### config.mk
export PLATFORM = sky130hd
export DESIGN_NAME = mem_port_arbiter
export DESIGN_NICKNAME = d
export VERILOG_FILES = /design/src/rtl/plp_mem_pkg.sv /design/src/rtl/mem_arb_pick.sv /design/src/rtl/mem_port_arbiter.sv
export SDC_FILE = /design/constraint.sdc
export NUM_CORES = 1
export LEC_CHECK = 0
export ABC_AREA = 1
export ABC_CLOCK_PERIOD_IN_PS = 1820
export BUFFER_PORTS_ARGS = -buffer_cell sky130_fd_sc_hd__buf_2
export CORE_ASPECT_RATIO = 0.9
export CORE_UTILIZATION = 42
export DETAILED_ROUTE_END_ITERATION = 8
export PLACE_DENSITY = 0.75
export SKIP_LAST_GASP = 1
export SYNTH_ARGS = -nofsm -noshare
export SYNTH_HDL_FRONTEND = slang
export SYNTH_SLANG_ARGS = --single-unit
### constraint.sdc
create_clock -name clk -period 1.82 [get_ports clk]
set_clock_uncertainty 0.15 [all_clocks]
set_input_delay 0 -clock clk [delete_from_list [all_inputs] [get_ports clk]]
set_output_delay 0 -clock clk [all_outputs]
set_load 0.005 [all_outputs]
### src/rtl/plp_mem_pkg.sv
// Shared types for the instruction/data memory port arbiter.
package plp_mem_pkg;

  localparam int unsigned CNT_W  = 4;
  localparam int unsigned DATA_W = 32;

  typedef enum logic [1:0] {
    IDLE   = 2'd0,
    ACCESS = 2'd1,
    RESP   = 2'd2
  } state_e;

  typedef enum logic {
    GNT_INST = 1'b0,
    GNT_DATA = 1'b1
  } gnt_e;

endpackage

### src/rtl/mem_arb_pick.sv
// Combinational grant choice between the instruction and data requesters.
// On contention the requester not named in i_last_grant wins.
module mem_arb_pick
  import plp_mem_pkg::*;
(
  input  logic i_inst_req,
  input  logic i_data_req,
  input  gnt_e i_last_grant,
  output logic o_any_c,
  output gnt_e o_grant_c
);

  // single requester wins outright; contention alternates away from history
  always_comb begin
    o_any_c   = i_inst_req | i_data_req;
    o_grant_c = GNT_DATA;
    if (i_inst_req && i_data_req) begin
      o_grant_c = (i_last_grant == GNT_DATA) ? GNT_INST : GNT_DATA;
    end else if (i_inst_req) begin
      o_grant_c = GNT_INST;
    end
  end

endmodule

### src/rtl/mem_port_arbiter.sv
// Shares one wait-stated memory port between instruction fetch and data.
// Optional feature: define MEM_ARB_ROUND_ROBIN_EN for round-robin on
// contention; otherwise data always wins simultaneous requests.
module mem_port_arbiter
  import plp_mem_pkg::*;
#(
  parameter int unsigned WAIT_STATES = 2
) (
  input  logic              clk,
  input  logic              rst,
  input  logic              i_req,
  input  logic [DATA_W-1:0] i_addr,
  output logic [DATA_W-1:0] i_rdata,
  output logic              i_ack,
  input  logic              d_req,
  input  logic              d_we,
  input  logic [DATA_W-1:0] d_addr,
  input  logic [DATA_W-1:0] d_wdata,
  output logic [DATA_W-1:0] d_rdata,
  output logic              d_ack,
  output logic              m_en,
  output logic              m_we,
  output logic [DATA_W-1:0] m_addr,
  output logic [DATA_W-1:0] m_wdata,
  input  logic [DATA_W-1:0] m_rdata
);

  state_e              r_state;
  logic [CNT_W-1:0]    r_cnt;
  gnt_e                r_grant;
  logic                r_m_en;
  logic                r_m_we;
  logic [DATA_W-1:0]   r_m_addr;
  logic [DATA_W-1:0]   r_m_wdata;
  logic [DATA_W-1:0]   r_i_rdata;
  logic [DATA_W-1:0]   r_d_rdata;
  logic                r_i_ack;
  logic                r_d_ack;

  state_e              w_state;
  logic [CNT_W-1:0]    w_cnt;
  gnt_e                w_grant;
  logic                w_m_en;
  logic                w_m_we;
  logic [DATA_W-1:0]   w_m_addr;
  logic [DATA_W-1:0]   w_m_wdata;
  logic [DATA_W-1:0]   w_i_rdata;
  logic [DATA_W-1:0]   w_d_rdata;
  logic                w_i_ack;
  logic                w_d_ack;
  logic                w_any;
  gnt_e                w_pick;
  gnt_e                w_last;

  mem_arb_pick u_pick (
    .i_inst_req   (i_req),
    .i_data_req   (d_req),
    .i_last_grant (w_last),
    .o_any_c      (w_any),
    .o_grant_c    (w_pick)
  );

`ifdef MEM_ARB_ROUND_ROBIN_EN
  gnt_e r_last;

  // most recent grant, consulted by the picker only on contention
  always_ff @(posedge clk) begin
    if (rst) begin
      r_last <= GNT_DATA;
    end else if (r_state == IDLE && w_any) begin
      r_last <= w_pick;
    end
  end

  assign w_last = r_last;
`else
  // a fixed instruction history makes every contention resolve to data
  assign w_last = GNT_INST;
`endif

  // next-state and next-output decode; everything holds unless changed
  always_comb begin
    w_state   = r_state;
    w_cnt     = r_cnt;
    w_grant   = r_grant;
    w_m_en    = r_m_en;
    w_m_we    = r_m_we;
    w_m_addr  = r_m_addr;
    w_m_wdata = r_m_wdata;
    w_i_rdata = r_i_rdata;
    w_d_rdata = r_d_rdata;
    w_i_ack   = 1'b0;
    w_d_ack   = 1'b0;
    case (r_state)
      IDLE: begin
        if (w_any) begin
          w_grant = w_pick;
          w_state = ACCESS;
          w_m_en  = 1'b1;
          w_cnt   = CNT_W'(WAIT_STATES);
          if (w_pick == GNT_INST) begin
            w_m_addr = i_addr;
            w_m_we   = 1'b0;
          end else begin
            w_m_addr  = d_addr;
            w_m_we    = d_we;
            w_m_wdata = d_wdata;
          end
        end
      end
      ACCESS: begin
        if (r_cnt != '0) begin
          w_cnt = r_cnt - CNT_W'(1);
        end else begin
          w_m_en  = 1'b0;
          w_state = RESP;
          if (r_grant == GNT_INST) begin
            w_i_rdata = m_rdata;
            w_i_ack   = 1'b1;
          end else begin
            if (!r_m_we) begin
              w_d_rdata = m_rdata;
            end
            w_d_ack = 1'b1;
          end
        end
      end
      RESP: begin
        w_state = IDLE;
      end
      default: begin
        w_state = IDLE;
      end
    endcase
  end

  // state and registered outputs
  always_ff @(posedge clk) begin
    if (rst) begin
      r_state   <= IDLE;
      r_cnt     <= '0;
      r_grant   <= GNT_DATA;
      r_m_en    <= 1'b0;
      r_m_we    <= 1'b0;
      r_m_addr  <= '0;
      r_m_wdata <= '0;
      r_i_rdata <= '0;
      r_d_rdata <= '0;
      r_i_ack   <= 1'b0;
      r_d_ack   <= 1'b0;
    end else begin
      r_state   <= w_state;
      r_cnt     <= w_cnt;
      r_grant   <= w_grant;
      r_m_en    <= w_m_en;
      r_m_we    <= w_m_we;
      r_m_addr  <= w_m_addr;
      r_m_wdata <= w_m_wdata;
      r_i_rdata <= w_i_rdata;
      r_d_rdata <= w_d_rdata;
      r_i_ack   <= w_i_ack;
      r_d_ack   <= w_d_ack;
    end
  end

  assign i_rdata = r_i_rdata;
  assign i_ack   = r_i_ack;
  assign d_rdata = r_d_rdata;
  assign d_ack   = r_d_ack;
  assign m_en    = r_m_en;
  assign m_we    = r_m_we;
  assign m_addr  = r_m_addr;
  assign m_wdata = r_m_wdata;

endmodule

==> results.md, run 1 <==
- Clk pin slew, worst setup/hold paths: 60 ps
- Leakage: 4.087 nW
- Share of cells above drive strength 1: a little under a third
- DIE WIDTH: 119.4 um
- Max FO, Critical Path: 28
- Initial antenna violation count: 0
- Synth top area cells: dfxtp_1 53%, nor2_1 15%, o21ai_0 9.4%
- Critical R2R Launch: r_cnt[0]
- Area Overhead vs Synth: 64.72%
- WS Path Type: flop to flop
- Worst setup SP type: flop
- Initial Utilization: a little over two fifths
- Clk root buf: clkbuf_16
- Final hold violation count: 0
- Max clock buf depth: 2
- Avg Inst Size Synth: a little under 8 um2
- I/O pins: 265
- Primary FF master, synth: dfxtp_1
- Vias in the first global route: 6,001
- Hold Crit Start: d_wdata[3]
- # port buffers: 264
- Diode count: 0
- First-pass GRT wire length: 29,550 um
- NumNets Final: 1,180
- DRC: 0
- Top-area cell type share of the netlist area: between 50% and 60%
- Core Box Area: 12,080 um2
- Worst Hold Depth: 4
- Final slew viol count: 0
- Rel. slew slack: around 74%
- Initial DRC Count: around 570
- Worst ir drop on vdd: a little under 800 uV
- Routed length per instance: roughly 16 um
- Run status: completed
- Synth Warn #: 0
- Final Setup Violations: 0
- Hpwl dp: 10,420 um
- R2r worst-path depth: 8
- Row Count: 38
- Grt total ovfl: 0
- H-tree level count: 4
- Overall Power: 9.370 mW
- Most common cell in the netlist: nor2_1
- Syn Std Cell Area: ~5200 um2
- Post-synth EDFFs: 0
- Crit path capture type: flop
- Hold Path End: m_wdata[3]
- Fin Hold WS: 188.0 ps
- Largest net degree at the start of global routing: 106
- Num CTS Buffers: 17
- Drt pass-1 iters: 6
- Reg-to-reg slack, setup: about 130 ps
- DR vias/cell: 5.101
- Reg-to-Reg End: d_rdata[27]
- GP Congestion: 0.8587
- Pwr dens: 1091 nW/um2
- Final Critical Period: 1694 ps
- Final Util: 71.11%
- Least-Margin Pin Slew: about 400 ps
- Async SR Flop Fraction: 0%
- Drt total wl: 19,140 um
- # clock sinks: ~140
- Total track usage: 29.53%
- Highest clock rate: around 0.59 GHz
- Yosys cell types: 23
- Vias: 6,213
- Routed Antenna Nets: 0
- Worst skew pair latency: about 420 ps
- Syn Nets: 801
- CTS tree: built
- Period utilisation layout: 93.07%
- Cells after Synth: ~670
- Placed Area: 6600 um2
- Hold crit path type: input port to flop
- Max-cap violation count: 0
- Unrepaired setup endpoints after global routing: yes
- Fill cells: 844
- Seq/Total Area, Yosys: 53.37%
- Die height: 107.7 um
- Synth area leader: dfxtp_1
- Req. time, crit path: 1980 ps
- Top cells by count, synth: 203 x nor2_1, 139 x dfxtp_1, 98 x o21ai_0
- Post-route cell area: between 8000 and 9000 um2
- Critical Path AT: 1850 ps
- Die area: between 10,000 and 15,000 um2
- Yosys reg bits: roughly 140
## through the flow
step | TNS [ps] | instances | worst slack (ps)
finish | 0 | 1218 | 126.1
global route | -4.953 | 1218 | -4.953
CTS | 0 | 1218 | 33.53
detailed placement | 0 | 1053 | 94.53
global placement | 0 | 1053 | 151.1
floorplan | 0 | 666 | 357.6
## logic make-up after synthesis
logic type	after synthesis	synth area share, %
and+or+nand+nor	294	22.75
AOI/OAI and AO/OA	166	16.75
DFF	139	53.37
buffers and inverters	65	6.647
adders and majority gates	2	0.4799
## state kept, by name, summed over array words and instances (netlist names), 2 cells and up
name and count:
d_rdata 32, i_rdata 32, m_addr 32, m_wdata 32, r_cnt 4, r_state 2
## timing repair
action / 4_1_cts / 5_1_grt
hold buffers: 133 / 0
endpoints found under the hold margin: 139 / 0
resized for setup: 0 / 5
setup buffers: 0 / 0
endpoints found under the setup margin: 0 / 52
## final cells by class
cell class                 instances  area (um2)  share of cell area, %
inverter                          15       58.81                 0.6847
clock buffer                      21       470.5                  5.478
multi-input combinational        462        2098                  24.43
tap                              160       200.2                  2.331
clock inverter                    11       166.4                  1.938
sequential                       139        2783                  32.40
timing repair buffer             410        2811                  32.74
## worst max-delay path by stage
stage | startpoint | endpoint | slack, ps
finish | r_cnt[0] | d_rdata[27] | 130
global route | r_cnt[1] | i_rdata[6] | -5
detailed placement | r_cnt[0] | d_rdata[11] | 90
floorplan | r_cnt[0] | d_rdata[21] | 360
global placement | r_cnt[0] | d_rdata[21] | 150
CTS | r_cnt[0] | d_rdata[29] | 30
## report_power, final
part	switching [mW]	total, mW	internal (mW)
Clock	1.30	3.70	2.40
Sequential	0.217	3.67	3.46
Combinational	1.08	2.00	0.920
Total	2.60	9.37	6.77
## routing by layer
metal | vias to the layer above | global-route usage [%] | wire length (um) | share of wire [%]
met2 | 403 | 50.95 | 9225 | 48
met3 | 83 | 8.792 | 1659 | 8.7
li1 | 2952 | - | - | -
met5 | - | 0 | 0 | 0
met4 | 0 | 17.68 | 960 | 5.0
met1 | 2775 | 32.04 | 7294 | 38
## worst max-delay path, stage by stage, from the launching register on
cell     delay (ps)
dfxtp_1         320
inv_1            90
ha_1            150
nand2_1         100
nor2_4          180
nand2_2         130
buf_6           200
o21ai_0         210
nor2_1           60
## cell usage in the layout (no fill, tap or decap)
master	synthesis	final
buf_8	0	1
nand2_1	48	48
clkbuf_16	0	17
dlygate4sd3_1	0	133
nand2_8	0	1
buf_6	9	1
clkinv_2	2	5
o21ai_0	98	97
nor2_1	203	203
clkinv_4	0	1
nor2_4	3	4
ha_1	2	2
nand2_2	2	2
clkbuf_8	0	3
inv_1	9	9
nor3_1	2	2
nand3_1	34	34
inv_2	4	4
buf_4	2	7
bufinv_16	0	4
a21oi_1	4	4
clkbuf_1	19	1
o211ai_1	1	1
clkinvlp_4	0	3
a31oi_1	32	32
buf_12	0	4
buf_2	16	264
o21ai_1	31	32
dfxtp_1	139	139
Power figures use the tool's default switching activity.
==> inputs of run 2 (changes only) <==
--- a/config.mk
+++ b/config.mk
@@ -11,6 +11,7 @@
 export CORE_ASPECT_RATIO = 0.9
 export CORE_UTILIZATION = 42
 export DETAILED_ROUTE_END_ITERATION = 8
+export GPL_TIMING_DRIVEN = 0
 export PLACE_DENSITY = 0.75
 export SKIP_LAST_GASP = 1
 export SYNTH_ARGS = -nofsm -noshare
==> results.md, run 2 (synthesized netlist as in run 1, its figures left out) <==
- Critical R2R Launch: r_cnt[0]
- Clk pin slew, worst setup/hold paths: about 50 ps
- Met2 wire length: 10,170 um
- Die area: 12,860 um2
- Placed Area: 6725 um2
- First-pass GRT wire length: about 33,000 um
- Fin Hold WS: 194.0 ps
- CTS tree: built
- Max clock buf depth: 2
- Pwr dens: 1074 nW/um2
- GP Congestion: 0.8308
- Row Count: 38
- R2r worst-path depth: 9
- Post-CTS setup buffer count: 0
- DR vias/cell: 5.331
- Clk root buf: clkbuf_16
- Least-Margin Pin Slew: 554.0 ps
- Reg-to-reg slack, setup: 100 ps
- DRC: 0
- Worst ir drop on vdd: 784.3 uV
- Final Critical Period: 1716 ps
- Met3 WL post-DR: ~1900 um
- Hold Path End: m_wdata[6]
- Worst setup margin: between 100 and 150 ps
- Leakage: 4.164 nW
- Hold crit path type: input port to flop
- Worst setup SP type: flop
- Grt total ovfl: 0
- Vias: 6,680
- Diode count: 0
- Cell total after placement: 1,088
- Vias in the first global route: 6,667
- Drt total wl: ~21,000 um
- Initial Utilization: a little over two fifths
- Num CTS Buffers: 17
- Routed Antenna Nets: 0
- Hpwl dp: 11,840 um
- Place WS: 155.2 ps
- Period utilisation layout: a little over nine tenths
- Final hold violation count: 0
- Top layer in use: met4
- DIE WIDTH: roughly 120 um
- Die height: 107.7 um
- Multi-input combinational cell area: 2090 um2
- Fill cells: 833
- Register Area: 2783 um2
- Initial DRC Count: 619
- Final slew viol count: 0
- NumNets Final: 1,217
- Worst Hold Depth: 4
- Worst skew pair latency: 420 ps
- Highest clock rate: 0.5826 GHz
- H-tree level count: 4
- Largest net degree at the start of global routing: 17
- Core Box Area: approximately 12,000 um2
- Crit path capture type: flop
- Req. time, crit path: 1980 ps
- Reg-to-Reg End: i_rdata[24]
- Initial antenna violation count: 0
- I/O pins: 265
- WS Path Type: flop to flop
- # port buffers: 262
- Final Util: 71.91%
- Rel. slew slack: around 63%
- Most frequent cells in the layout: 280 x buf_2, 203 x nor2_1, 139 x dfxtp_1
- Critical Path AT: 1870 ps
- Total track usage: 32.76%
- Unrepaired setup endpoints after global routing: no
- Overall Power: 9.325 mW
- Run status: completed
- Final Setup Violations: 0
- Hold Crit Start: d_wdata[6]
- Share of cells above drive strength 1: 30.56%
- Met1 WL: 7752 um
- Commonest non-fill, non-tap cell in the layout: buf_2
- Max FO, Critical Path: 10
- Post-route cell area: slightly below 9000 um2
- Drt pass-1 iters: 6
- Non-Filler Instances: 1,253
- # clock sinks: 139
- Max-cap violation count: 0
- Area Overhead vs Synth: 66.57%
- Fin Setup TNS: 0 ps
- Routed length per instance: 17.00 um
## run 2: cell count changes in the layout (fill, tap and decap cells not counted), sizes merged
cell / previous run / this run
bufinv: 4 / 3
dlygate4sd3: 133 / 135
clkbuf: 21 / 44
inv: 13 / 14
clkinv: 6 / 5
buf: 277 / 291
clkinvlp: 3 / 0
## run 2: what timing repair did
item                                    CTS  global route
endpoints found under the setup margin    0            25
endpoints found under the hold margin   138             0
hold buffers                            135             0
resized for setup                         0             5
## run 2: final cells by class
type / instances / area share [%]
clock buffers: 23 / 5.619
well taps: 160 / 2.305
clock inverters: 7 / 1.311
repair buffers: 397 / 30.66
multi-input cells: 462 / 24.06
flip-flops and latches: 139 / 32.04
inverters: 15 / 0.6915
plain buffers: 50 / 3.314
## run 2: worst max path at each step
stage              from     endpoint  slack, ps  depth (start not counted)
2_1_floorplan  r_cnt[0]  d_rdata[21]        360                          8
3_3_place_gp   r_cnt[0]  d_rdata[23]        180                          8
3_5_place_dp   r_cnt[0]   d_rdata[6]        160                          8
4_1_cts        r_cnt[0]  d_rdata[28]         50                          9
5_1_grt        r_cnt[0]  i_rdata[24]         10                          9
6_report       r_cnt[0]  i_rdata[24]        100                          9
## run 2: worst max-delay path, stage by stage, from the launching register on
cell,delay [ps]
dfxtp_1,370
inv_1,100
ha_1,210
nand2_1,120
nor2_4,70
nand2_4,100
clkinv_2,120
buf_6,160
nor2_1,140
nor2_1,60
## run 2: where the power goes
part / internal, mW / switching (mW)
Clock: 2.28 / 1.25
Sequential: 3.46 / 0.219
Combinational: 0.953 / 1.17
Total: 6.69 / 2.64
## run 2: routing by layer
layer  track usage, %  vias up
met5                0        -
met4            25.27        0
met3            8.633      138
met2            56.36      480
met1            34.29     3031
li1                 -     3031
